**config.mk**
```make
export PLATFORM = sky130hd
export DESIGN_NAME = tdm_demux4
export DESIGN_NICKNAME = d
export VERILOG_FILES = /design/src/rtl/tdm_demux4_pkg.sv /design/src/rtl/tdm_demux4_demux1x4_en.sv /design/src/rtl/tdm_demux4.sv
export SDC_FILE = /design/constraint.sdc
export NUM_CORES = 1
export LEC_CHECK = 0
export CORE_AREA = 3 3 40 42
export CTS_CLUSTER_DIAMETER = 100
export CTS_CLUSTER_SIZE = 25
export DETAILED_ROUTE_END_ITERATION = 8
export DIE_AREA = 0 0 43 45
export DONT_BUFFER_PORTS = 1
export PLACE_DENSITY_LB_ADDON = 0.08
export SLEW_MARGIN = 0
export SYNTH_ARGS = -nofsm -noshare
export SYNTH_HDL_FRONTEND = slang
export SYNTH_SLANG_ARGS = --single-unit
```
**constraint.sdc**
```tcl
create_clock -name clk -period 1.85 [get_ports clk]
set_input_delay 0.4625 -clock clk [delete_from_list [all_inputs] [get_ports clk]]
set_output_delay 0.4625 -clock clk [all_outputs]
set_load 0.03 [all_outputs]
```
**src/rtl/tdm_demux4_pkg.sv**
```systemverilog
// rtl/tdm_demux4_pkg.sv - shared constants and types for the 4-slot TDM demultiplexer
// Purpose : frame geometry (slot count, slot index width) and FSM state encodings
//           used by tdm_demux4 and its decoder.
// Ports   : none (package).
package tdm_demux4_pkg;

  localparam int TDM_SLOTS = 4;
  localparam int SLOT_W    = 2;

  // HUNT: waiting for a sync marker. LOCKED: frame alignment established.
  typedef enum logic {
    TDM_HUNT   = 1'b0,
    TDM_LOCKED = 1'b1
  } tdm_state_e;

endpackage

```
**src/rtl/tdm_demux4_demux1x4_en.sv**
```systemverilog
// rtl/tdm_demux4_demux1x4_en.sv - combinational 1-to-4 decoder with enable
// Purpose : turns a slot index plus a capture-enable into four one-hot write
//           enables; these drive both the channel register loads and the
//           per-channel update strobes, so at most one channel is ever touched.
// Ports   : sel_i  slot index (SLOT_W bits)
//           en_i   capture enable
//           we_o   one-hot write enables, bit k selects channel k (all 0 when en_i=0)
module demux1x4_en
  import tdm_demux4_pkg::*;
(
  input  logic [SLOT_W-1:0]    sel_i,
  input  logic                 en_i,
  output logic [TDM_SLOTS-1:0] we_o
);

  always_comb begin
    we_o = '0;
    if (en_i) begin
      we_o[sel_i] = 1'b1;
    end
  end

endmodule

```
**src/rtl/tdm_demux4.sv**
```systemverilog
// rtl/tdm_demux4.sv - receive-side 4-slot time-division demultiplexer
// Purpose : samples din on every en cycle, aligns to frames using the sync
//           marker (slot 0), and steers each sample into one of four
//           registered channel outputs with one-cycle latency.
// Config  : TDM_DEMUX_PARITY_EN adds input par (even parity over din) and a
//           registered perr strobe raised alongside v* for a captured sample
//           whose ^{din,par} is 1.
// Ports   : clk, rst      clock, synchronous active-high reset
//           en            sample valid; din/sync/par ignored when low
//           sync          current din is slot 0 of a frame
//           din           serial sample (WIDTH bits)
//           y0..y3        channel outputs, hold last captured value
//           v0..v3        one-cycle strobe: matching y updated
//           frame         one-cycle strobe: slot 3 of an aligned frame captured
//           slot          next slot index to be filled
//           locked        high while frame alignment is held
//           err           one-cycle strobe: alignment error
//           par, perr     parity input / parity error strobe (parity build only)
module tdm_demux4
  import tdm_demux4_pkg::*;
#(
  parameter int WIDTH = 1
) (
  input  logic             clk,
  input  logic             rst,
  input  logic             en,
  input  logic             sync,
  input  logic [WIDTH-1:0] din,
  output logic [WIDTH-1:0] y0,
  output logic [WIDTH-1:0] y1,
  output logic [WIDTH-1:0] y2,
  output logic [WIDTH-1:0] y3,
  output logic             v0,
  output logic             v1,
  output logic             v2,
  output logic             v3,
  output logic             frame,
  output logic [1:0]       slot,
  output logic             locked,
  output logic             err
`ifdef TDM_DEMUX_PARITY_EN
  ,
  input  logic             par,
  output logic             perr
`endif
);

  tdm_state_e              state_q, state_d;
  logic [SLOT_W-1:0]       slot_q, slot_d;
  logic [WIDTH-1:0]        y0_q, y1_q, y2_q, y3_q;
  logic [TDM_SLOTS-1:0]    v_q;
  logic                    frame_q, frame_d;
  logic                    err_q, err_d;

  // Capture request: which slot to write and whether to write at all.
  logic                    cap_en;
  logic [SLOT_W-1:0]       cap_sel;
  logic [TDM_SLOTS-1:0]    we;

  demux1x4_en u_dec (
    .sel_i (cap_sel),
    .en_i  (cap_en),
    .we_o  (we)
  );

  always_comb begin
    state_d = state_q;
    slot_d  = slot_q;
    cap_en  = 1'b0;
    cap_sel = '0;
    frame_d = 1'b0;
    err_d   = 1'b0;

    if (en) begin
      case (state_q)
        TDM_HUNT: begin
          // Samples before the first sync are dropped silently.
          if (sync) begin
            cap_en  = 1'b1;
            cap_sel = '0;
            slot_d  = SLOT_W'(1);
            state_d = TDM_LOCKED;
          end
        end

        TDM_LOCKED: begin
          if (sync) begin
            // Sync always restarts the frame; arriving anywhere but slot 0
            // means we lost alignment, but the new frame is taken as valid.
            err_d   = (slot_q != '0);
            cap_en  = 1'b1;
            cap_sel = '0;
            slot_d  = SLOT_W'(1);
          end else if (slot_q == '0) begin
            // Expected a sync marker and did not see one: drop lock.
            err_d   = 1'b1;
            slot_d  = '0;
            state_d = TDM_HUNT;
          end else begin
            cap_en  = 1'b1;
            cap_sel = slot_q;
            if (slot_q == SLOT_W'(TDM_SLOTS - 1)) begin
              frame_d = 1'b1;
              slot_d  = '0;
            end else begin
              slot_d  = slot_q + SLOT_W'(1);
            end
          end
        end

        default: begin
          state_d = TDM_HUNT;
          slot_d  = '0;
        end
      endcase
    end
  end

  always_ff @(posedge clk) begin
    if (rst) begin
      state_q <= TDM_HUNT;
      slot_q  <= '0;
      y0_q    <= '0;
      y1_q    <= '0;
      y2_q    <= '0;
      y3_q    <= '0;
      v_q     <= '0;
      frame_q <= 1'b0;
      err_q   <= 1'b0;
    end else begin
      state_q <= state_d;
      slot_q  <= slot_d;
      v_q     <= we;
      frame_q <= frame_d;
      err_q   <= err_d;
      if (we[0]) y0_q <= din;
      if (we[1]) y1_q <= din;
      if (we[2]) y2_q <= din;
      if (we[3]) y3_q <= din;
    end
  end

`ifdef TDM_DEMUX_PARITY_EN
  logic perr_q;

  // Only captured samples are checked, so perr always coincides with a v*.
  always_ff @(posedge clk) begin
    if (rst) begin
      perr_q <= 1'b0;
    end else begin
      perr_q <= cap_en & (^{din, par});
    end
  end

  assign perr = perr_q;
`endif

  assign y0     = y0_q;
  assign y1     = y1_q;
  assign y2     = y2_q;
  assign y3     = y3_q;
  assign v0     = v_q[0];
  assign v1     = v_q[1];
  assign v2     = v_q[2];
  assign v3     = v_q[3];
  assign frame  = frame_q;
  assign err    = err_q;
  assign slot   = slot_q;
  assign locked = (state_q == TDM_LOCKED);

endmodule

```
Word-level counts from Yosys, hierarchy flattened
Index checks and enable logic that the tools add are counted.
{ "word_totals": {"regBits": 13, "inputBits": 5, "output_inout_bits": 13, "wordCells": 42} }
{ "classes": {"add_sub_neg": 1, "magnitude_cmp": 2, "n_eq_ne": 2, "muxes": 20, "n_bitwise": 2, "reduce_logical": 6} }
{ "ops": {"columns": ["operator", "count"], "rows": [
  ["2-bit two-way mux", 7],
  ["1-bit two-way mux", 8],
  ["2-bit case mux with 2 select lines", 2],
  ["5-bit OR reduction", 1],
  ["4-bit two-way mux", 1],
  ["2-bit by 3-bit < comparator with 1-bit output, second input constant", 1],
  ["3-bit OR reduction", 1],
  ["2-bit by 1-bit adder with 2-bit output, second input constant", 1],
  ["1-bit demux with 2-bit select", 1],
  ["2-bit equality test, second input constant", 1],
  ["2-bit by 1-bit >= comparator with 1-bit output, second input constant", 1],
  ["2-bit logical NOT", 1],
  ["2-bit inequality test, second input constant", 1],
  ["1-bit NOT", 2],
  ["1-bit case mux with 2 select lines", 1],
  ["2-bit AND reduction", 1],
  ["2-bit nonzero test", 1],
  ["1-bit logical AND", 1]
]} }

Depth between registers and ports, before layout
{ "logic_depth": {"word_depth": 10, "ltp_mapped": 7, "mapped_depth_nobuf": 7} }

Hierarchy
From an unflattened synthesis, not the netlist that was laid out.
{ "hier_totals": {"cells_unflattened": 52, "hier_area_um2": 559.3} }
{ "modules_own_cells": {"columns": ["mod", "n_inst", "cells_each", "area_per_inst_um2", "seq_area_each_um2"], "rows": [
  ["tdm_demux4", 1, 48, 521.8, 260.2],
  ["demux1x4_en", 1, 4, 37.5, 0.0]
]} }

Worst setup path after synthesis
Ideal clock, no wire load.
{ "synth_timing": {"path_kind": "register to register", "from": "register slot_q[0] (netlist: slot[0])", "to": "register y2_q (netlist: y2)", "setup_ns": 0.071, "t_arrival_ns": 2.177, "required_ns": 1.779, "path_slack_ns": -0.398, "stages_incl_launch_ff": 8, "path_buffers": 0, "synth_period_minus_slack_ns": 2.248, "cell_sequence": "dfxtp_1 > inv_1 > ha_1 > ha_1 > or2_1 > or3_4 > or3b_1 > a21oi_1"} }
{ "synth_between": {"elab_chain_cells": 10, "elab_cells_between_ends": 15, "classes_between": "order compare: 2; mux: 11; reduce/logical: 2"} }
{ "synth_rtl": {"columns": ["item", "line", "text"], "rows": [
  ["start, declared", "tdm_demux4.sv:49", "logic [SLOT_W-1:0] slot_q, slot_d;"],
  ["start signal, assigned", "tdm_demux4.sv:132", "slot_q <= slot_d;"],
  ["2-bit logical NOT", "tdm_demux4.sv:94", "end else if (slot_q == '0) begin"],
  ["2-bit two-way mux", "tdm_demux4.sv:94", null],
  ["2-bit two-way mux", "tdm_demux4.sv:87", "if (sync) begin"],
  ["2-bit case mux with 2 select lines", "tdm_demux4.sv:75", "case (state_q)"],
  ["2-bit two-way mux", "tdm_demux4.sv:74", "if (en) begin"],
  ["2-bit by 3-bit < comparator with 1-bit output (not written as such) or 2-bit by 1-bit >= comparator with 1-bit output (tied branches)", "tdm_demux4_demux1x4_en.sv:19", "we_o[sel_i] = 1'b1;"],
  ["1-bit logical AND (not written as such)", "tdm_demux4_demux1x4_en.sv:19", null],
  ["1-bit two-way mux (not written as such)", "tdm_demux4_demux1x4_en.sv:19", null],
  ["1-bit demux with 2-bit select", null, null],
  ["4-bit two-way mux *", "tdm_demux4_demux1x4_en.sv:18", "if (en_i) begin"],
  ["end signal, assigned", "tdm_demux4.sv:138", "if (we[2]) y2_q <= din;"],
  ["end, declared", "tdm_demux4.sv:50", "logic [WIDTH-1:0] y0_q, y1_q, y2_q, y3_q;"]
]} }
Every way passes the cells marked *; elsewhere a longest branch is shown, timed or not.
A chain may end at the register's enable or synchronous reset.

Worst setup path after layout
Ends and elaborated chain as after synthesis.

==> out/results.tsv <==
stage	metric	value	unit
outcome	status	completed	
worst_setup_path	Setup crit end kind	flip-flop	
floorplanning	IO Count	18	
timing	RSZ-0062 raised after global routing	yes	
synthesis	Yosys reg bits	13	
place	pre-CTS setup slack	0.03368	ns
worst_setup_path	CP Max Fanout	4	
timing	Setup violations, final	0	
detailed_routing	1st-pass router iterations	2	
detailed_routing	post-route ant nets	0	
clock_tree	CTS tree	built	
global_routing	largest net degree at the start of global routing	15	
clock_tree	H-tree levels	1	
timing	crit path time final	1.811	ns
worst_setup_path	Worst Reg-to-Reg Cells	7	
timing	Fin. Hold Viols	0	
pwr	Cell Int Power	0.0004003	W
synthesis	cell taking the most area after synthesis	dfxtp_1	
synthesis	Post-synth EDFFs	0	
pwr	maximum vdd ir drop	0.0003237	V
synthesis	syn avg cell area	9.572	µm²
cells_and_area	area delta synth->final	20.48	%
worst_setup_path	cell repeated most along the worst path	ha_4	
pwr	pwr/cell area	781.0	nW/µm²
global_routing	first-pass GRT wire length	1.863	mm
min_path	worst hold stages	1	
pwr	Reg power frac	54.6	%
worst_setup_path	highest-delay cell along the critical path	dfxtp_4	
synthesis	Syn Nets	69	
timing	final setup TNS	0	ns
synthesis	gate count of the mapped netlist	60	
synthesis	Netlist Area Pre-Place	574.3	µm²
pwr	NetSw	0.0001401	W
min_path	worst min path class	in2reg	
timing	final setup margin	0.03902	ns
floorplanning	Initial Utilization	44.69	%
pwr	switching power share of the total	25.92	%
cells_and_area	end-of-flow core utilization	53.85	%
job	max-cap viol count	0	
floorplanning	Die Y-Extent	45	µm
worst_setup_path	Critical Path Start Type	flip-flop	
cells_and_area	final net count	79	
timing	worst slew pin tran	0.3375	ns
clock_tree	Root Driver	clkbuf_4	
place	port bufs	0	
synthesis	FFs w/ async S/R, synth	0	%
synthesis	top_reg_cell synth	dfxtp_1	
synthesis	post-synth top area share	45.32	%
clock_tree	Max Root-Sink Buffers	2	
floorplanning	Die W	43	µm
detailed_routing	per-cell routed wire length	13.71	µm
cells_and_area	share of layout cells above drive strength 1	27.54	%
place	GP Congestion	0.7471	
worst_setup_path	Req. time, crit path	2.07	ns
pwr	clock power share	32.9	%
clock_tree	clock tree sinks	13	
detailed_routing	Vias	457	
timing	Clock Skews	0.005867	ns
pwr	Pwr Total	0.0005404	W
synthesis	sequential-to-total area share from yosys stat	45.32	%
timing	Worst slew margin	77.29	%
detailed_routing	vias per cell	5.440	
timing	final slew viol count	0	
worst_setup_path	kind of critical path	reg2reg	
pwr	combinational group share of total power	12.6	%
place	Final HPWL DP	870	µm
cells_and_area	# fillers	117	
timing	Final Cycle Share	97.89	%
floorplanning	Core ar.	1285	µm²
worst_setup_path	WP data arrival	2.03	ns
worst_setup_path	Max stage delay on crit path	0.36	ns
worst_setup_path	CP Cell Sequence	inv_4, ha_4, ha_4, or2_1, or3_4, or3b_1, a21oi_1	
pwr	Leak	0.2567	nW
detailed_routing	Detailed Route WL	1.152	mm
clock_tree	clk slew on worst S/H paths	0.08	ns
detailed_routing	drt drc	0	
detailed_routing	First DRT Iteration DRCs	2	
global_routing	number of global-route vias before repair	415	
global_routing	All-Layer GR Usage	13.90	%
clock_tree	hold buffers post-CTS	0	
synthesis	Yosys warnings	0	
synthesis	top post-synthesis cells by area	dfxtp_1, ha_1, mux2i_1	
floorplanning	die area	1935	µm²
clock_tree	clk_lat worst skew	0.28	ns
global_routing	GRT overflow	0	
floorplanning	row count	13	
synthesis	count of cell types in the netlist	23	
cells_and_area	diode count	0	
timing	highest clock rate	0.5522	GHz
global_routing	initial antenna violation count	0	
clock_tree	CTS Buf Count	3	
## flip-flops by register name, indices dropped and copies added (netlist names)
name and count:
v_q 4, slot 2, err 1, frame 1
locked 1, y0 1, y1 1, y2 1
y3 1
## cell type report
type	instances	area (µm²)	area share, %
Sequential cell	13	267.8	38.70
Inverter	3	13.76	1.989
Multi-Input combinational cell	42	312.8	45.21
Tap cell	15	18.77	2.712
Timing Repair Buffer	7	52.55	7.595
Clock buffer	4	26.28	3.797
## what timing repair did
item	CTS	global route
setup buffers	0	1
gates resized for setup	0	1
setup endpoints to repair	0	1
## through the flow
stage | std cells | instance area (µm²) | hold WS [ns]
after floorplan | 60 | 599.3 | 0.5400
after global placement | 79 | 648.1 | 0.5280
after detailed placement | 79 | 648.1 | 0.5320
after CTS | 83 | 674.4 | 0.2200
after global routing | 84 | 691.9 | 0.2158
final | 84 | 691.9 | 0.2329
## kinds of logic after synthesis
logic type,after synthesis,share of synthesized area [%]
AND/OR/NAND/NOR,27,27.45
flip-flops,13,45.32
AO/OA/AOI/OAI,8,8.715
buffers and inverters,5,4.574
adder cells (fa/ha/maj),4,8.715
multiplexers,3,5.229
## Yosys cell counts (2+ instances only)
| cell type | instances |
|---|---|
| dfxtp_1 | 13 |
| nor2_1 | 6 |
| a21oi_1 | 4 |
| ha_1 | 4 |
| nor3_1 | 4 |
| inv_1 | 3 |
| mux2i_1 | 3 |
| nand2_1 | 3 |
| nand2b_1 | 3 |
| nor4_1 | 3 |
| nor3b_1 | 2 |
## layout by cell type, fill, tap and decap left out, types with 2 or more instances in the layout
cell / instances
nor3_1: 4
dfxtp_4: 2
dfxtp_1: 11
ha_4: 2
nor3b_1: 2
nor2_1: 6
ha_1: 2
clkbuf_4: 3
mux2i_1: 3
nor4_1: 3
nand2b_1: 3
nand2_1: 3
buf_4: 7
a21oi_1: 4
## per-layer routing
| layer | track usage [%] | share of wire, % | vias up |
|---|---|---|---|
| met2 | 22.75 | 48 | 13 |
| met4 | 12.65 | 3.5 | 0 |
| met3 | 5.578 | 8.2 | 5 |
| li1 | - | - | 228 |
| met1 | 13.48 | 40 | 211 |
| met5 | 0 | 0 | - |
## critical path, delay by kind of cell (launching register included)
family                   cells  cell delay [ns]
adder cells (fa/ha/maj)      2             0.33
buffers and inverters        1             0.04
AO/OA/AOI/OAI                1             0.12
AND/OR/NAND/NOR              3             0.90
flip-flops                   1             0.36
## power groups by stage
| stage | combinational [W] | sequential [W] | clock [W] |
|---|---|---|---|
| floorplan | 0.0000397 | 0.000311 | 0 |
| global placement | 0.0000603 | 0.000301 | 0 |
| detailed placement | 0.0000617 | 0.000302 | 0 |
| CTS | 0.0000622 | 0.000295 | 0.000192 |
| global route | 0.0000745 | 0.000296 | 0.000203 |
| finish | 0.0000680 | 0.000295 | 0.000178 |
## path summary, 6_finish.rpt
| check | end | slack [ns] | startpoint |
|---|---|---|---|
| hold / removal | slot[0]$_SDFFE_PP0P_ | 0.23 | rst |
| setup reg to reg | y2$_SDFFE_PP0P_ | 0.04 | slot[0]$_SDFFE_PP0P_ |
| setup / recovery | y2$_SDFFE_PP0P_ | 0.04 | slot[0]$_SDFFE_PP0P_ |
| hold reg to reg | y0$_SDFFE_PP0P_ | 0.63 | y0$_SDFFE_PP0P_ |
Power figures use the tool's default switching activity.
==> RTL edit 1 (config.mk and constraints unchanged) <==
Put a register stage on the outputs `v0`, `v1`, `v2`, `v3` and `locked`, without a reset. The values now appear one clock later. The other outputs are not delayed to match. Comments in the files are not updated.
--- a/src/rtl/tdm_demux4.sv
+++ b/src/rtl/tdm_demux4.sv
@@ -160,12 +160,14 @@
   assign y2     = y2_q;
   assign y3     = y3_q;
-  assign v0     = v_q[0];
-  assign v1     = v_q[1];
-  assign v2     = v_q[2];
-  assign v3     = v_q[3];
   assign frame  = frame_q;
   assign err    = err_q;
   assign slot   = slot_q;
-  assign locked = (state_q == TDM_LOCKED);
+  always_ff @(posedge clk) begin
+    v0     <= v_q[0];
+    v1     <= v_q[1];
+    v2     <= v_q[2];
+    v3     <= v_q[3];
+    locked <= (state_q == TDM_LOCKED);
+  end
 
 endmodule
Formal check against the unedited RTL: not equivalent (a bounded check fails within 4 cycles, from zero or initial values and one cycle with rst high).
==> RTL edit 1 against the unedited design <==
Worst hold slack lost 6.5 ps; count of clock-buffer cells in the layout is the same; sequential cell count grew 5; fmax decreased by 0.62%; wire length fell by 1.4%; area after synthesis increased by 17%; first-iteration DRC count did not move; sequential share of layout area rose by 7.9 points; total power is 30% higher; cell area increased by 14%; setup slack worse by 11 ps; critical path type unchanged.
==> RTL edit 1: results <==
{
  "status": "finished, final reports clean",
  "fin_skew_ps": 2.66,
  "post-route-drc-count": 0,
  "layout-drive-gt1-share": 0.264,
  "cp.arrival_ps": 2050,
  "clk_pin_slew_ps": 100,
  "reg2regPathDepth": 7,
  "multi_input_area_share": 0.399,
  "syn-num-nets": 74,
  "clk_latency_ps": 280,
  "yosysSeqAreaShare": 0.534,
  "regMostFlops": "v_q",
  "multiInputGateArea_um2": 315,
  "wl_mm": 1.14,
  "nClkBuffers": 4,
  "clockBufferDepth": 2,
  "hold_class": "input pin to register",
  "cts_resized": 0,
  "ys_types": 23,
  "gp_congestion": 0.750,
  "seqCellArea_um2": 368,
  "min_to": "slot[0]",
  "grtUsageTotal": 0.138,
  "dr.pass1.iters": 6,
  "slew_headroom": 0.750,
  "multi_input_comb_cells": 42,
  "power_leakage_nw": 0.294,
  "cts_setup_buffers": 0,
  "yosys.area.top_type": "dfxtp_1",
  "n_all_inverters": 3,
  "placed_area_um2": 741,
  "grt_pass1_vias": 451,
  "clk_share": 0.0460,
  "internal-power_mw": 0.544,
  "hold-path-cell-count": 1,
  "worstHoldStart": "rst",
  "num_vias": 477,
  "worstPathMaxFanout": 4,
  "ir_worst_vdd_uv": 363,
  "synth_common_cells": "dfxtp_1, nor2_1, a21oi_1, ha_1, nor3_1",
  "synth-warning-count": 0,
  "ys_top_cells_by_area": "dfxtp_1, ha_1, mux2i_1",
  "die_w_um": 43,
  "async_reset_ff_frac": 0,
  "nonClkBufAreaFrac": 0.0475,
  "antenna_left": 0,
  "io_buffers": 0,
  "clock-sinks": 18,
  "critical_path_class": "register to register",
  "antenna-diode-count": 0,
  "nFillCells": 107,
  "r2r_end": "y2",
  "layout.nets": 82,
  "rrSetupSlack_ps": 30,
  "grt_max_degree": 15,
  "antenna_found_initial": 0,
  "root_buffer": "clkbuf_4",
  "slew_viol_final": 0,
  "signal_buffers": 5,
  "grt_pass1_wl_mm": 1.90
}
## RTL edit 1: changes by cell type after synthesis, sizes merged
cell,delta
dfxtp,+5
## RTL edit 1: routing by layer
metal,global-route usage,up-vias,routed length [um]
met1,0.136,221,484
met3,0.0598,2,75
li1,-,237,-
met2,0.237,17,563
met5,0,-,0
met4,0.0904,0,13
## RTL edit 1: power by group through the flow
stage          Combinational [mW]  Clock, mW  Sequential (mW)
2_1_floorplan              0.0397          0            0.424
3_3_place_gp               0.0523          0            0.420
3_5_place_dp               0.0529          0            0.420
4_1_cts                    0.0533      0.241            0.411
5_1_grt                    0.0665      0.263            0.412
6_report                   0.0589      0.231            0.411
## RTL edit 1: stage by stage
step / std cells / hold WS [ps] / worst slack (ps)
after CTS: 87 / 216 / 19.3
after detailed placement: 83 / 312 / 44.0
after floorplan: 65 / 310 / -10.9
after global routing: 87 / 199 / -28.9
final: 87 / 226 / 27.8
after global placement: 83 / 311 / 64.7
## RTL edit 1: worst max path at each step
stage / endpoint / slack (ps)
global placement: y2 / 60
floorplan: y2 / -10
detailed placement: y2 / 40
global route: y2 / -30
finish: y2 / 30
CTS: y2 / 20
## RTL edit 1: critical path, cell delays in order (launching register included)
cell and delay, ps:
dfxtp_4 370, inv_4 40, ha_4 170, ha_4 160, or2_4 220, or3_4 340
or3b_1 350, a21oi_1 120
## RTL edit 1: kinds of logic (layout without fill, tap and decap cells)
logic type | after synthesis | count (layout) | share of synthesized area
AO/OA/AOI/OAI | 8 | 8 | 0.0742
adder cells (fa/ha/maj) | 4 | 4 | 0.0742
buffers and inverters | 5 | 12 | 0.0390
flip-flops | 18 | 18 | 0.534
multiplexers | 3 | 3 | 0.0445
AND/OR/NAND/NOR | 27 | 27 | 0.234
==> RTL edit 2 (config.mk and constraints unchanged) <==
Without the edit above. The option `TDM_DEMUX_PARITY_EN` is turned on by a define.
--- a/src/rtl/tdm_demux4.sv
+++ b/src/rtl/tdm_demux4.sv
@@ -17,4 +17,6 @@
 //           err           one-cycle strobe: alignment error
 //           par, perr     parity input / parity error strobe (parity build only)
+`define TDM_DEMUX_PARITY_EN
+
 module tdm_demux4
   import tdm_demux4_pkg::*;
Ports: changed (added par and perr); port bits go from 18 to 20. The function was not compared with the original's and may differ.
==> RTL edit 2 against the unedited design <==
Global-route usage up 0.31 points; synthesized cell count up 1.7%; sequential cell count up 1; clock power up 26%; worst hold slack better by 1.3 ps; setup slack better by 150 ps; total power up 13%; wire length up 8.3%; cell area up 3.1%; die area unchanged; area after synthesis up 11%; first-iteration DRC count rose to 5.0 times the old value; cell count down 2.4%; critical path type unchanged.
==> RTL edit 2: results <==
{
  "cp.arrival_ps": 1840,
  "yosys.area_share.adder": 0.0786,
  "grtUsageTotal": 0.142,
  "ys_top_cells_by_area": "dfxtp_1, ha_1, mux2i_1",
  "dp_slack_ps": 210,
  "synth_common_cells": "dfxtp_1, nor3_1, nor2_1, ha_1",
  "worstPathMaxFanout": 7,
  "wl_met1_um": 541,
  "syn-num-nets": 71,
  "synthXorXnorAreaFrac": 0.0138,
  "routed-wl-met2_um": 588,
  "setup_slack_ps": 192,
  "drt_iter0_markers": 10,
  "wire_per_inst_um": 15.2,
  "grt_pass1_vias": 458,
  "power_leakage_nw": 0.264,
  "p_sw_frac": 0.252,
  "internal-power_mw": 0.455,
  "vias_per_cell": 5.57,
  "tightest_slew_ps": 436,
  "fin_skew_ps": 2.23,
  "instances_no_fill": 82,
  "p_comb_frac": 0.098,
  "rrSetupSlack_ps": 190,
  "gp_congestion": 0.751,
  "grt_pass1_wl_mm": 2.02,
  "reg2regPathDepth": 6,
  "p_clk_frac": 0.368,
  "synth_compound_area_frac": 0.151,
  "placed_area_um2": 677,
  "layout-drive-gt1-share": 0.254,
  "hold_ws_ps": 234,
  "layout.nets": 78,
  "critPathSlowestCell": "or3_4",
  "status": "finished, final reports clean"
}
[RTL edit 2: final timing paths]
path / startpoint / end
worst min register to register: slot[1] / v_q[3]
worst min-delay path: rst / slot[0]
worst max-delay path: slot[0] / y1
worst max register to register: slot[0] / y1
[RTL edit 2: final cells by class]
type | count | area, um2 | share of cell area
well taps | 15 | 18.8 | 0.0263
clock buffers | 4 | 36.3 | 0.0509
inverters | 3 | 11.3 | 0.0158
multi-input cells | 42 | 334 | 0.468
repair buffers | 4 | 30.0 | 0.0421
flip-flops and latches | 14 | 283 | 0.396
[RTL edit 2: critical path, delay by kind of cell (launching register included)]
kind / cells / cell delay (ps)
DFF: 1 / 340
AOI/OAI and AO/OA: 2 / 240
and+or+nand+nor: 1 / 420
adders and majority gates: 2 / 510
buffers and inverters: 1 / 40
[RTL edit 2: per-layer routing]
layer	vias to the layer above	global-route usage
li1	231	-
met1	207	0.161
met2	16	0.237
met3	3	0.0518
met4	0	0.0723
met5	-	0
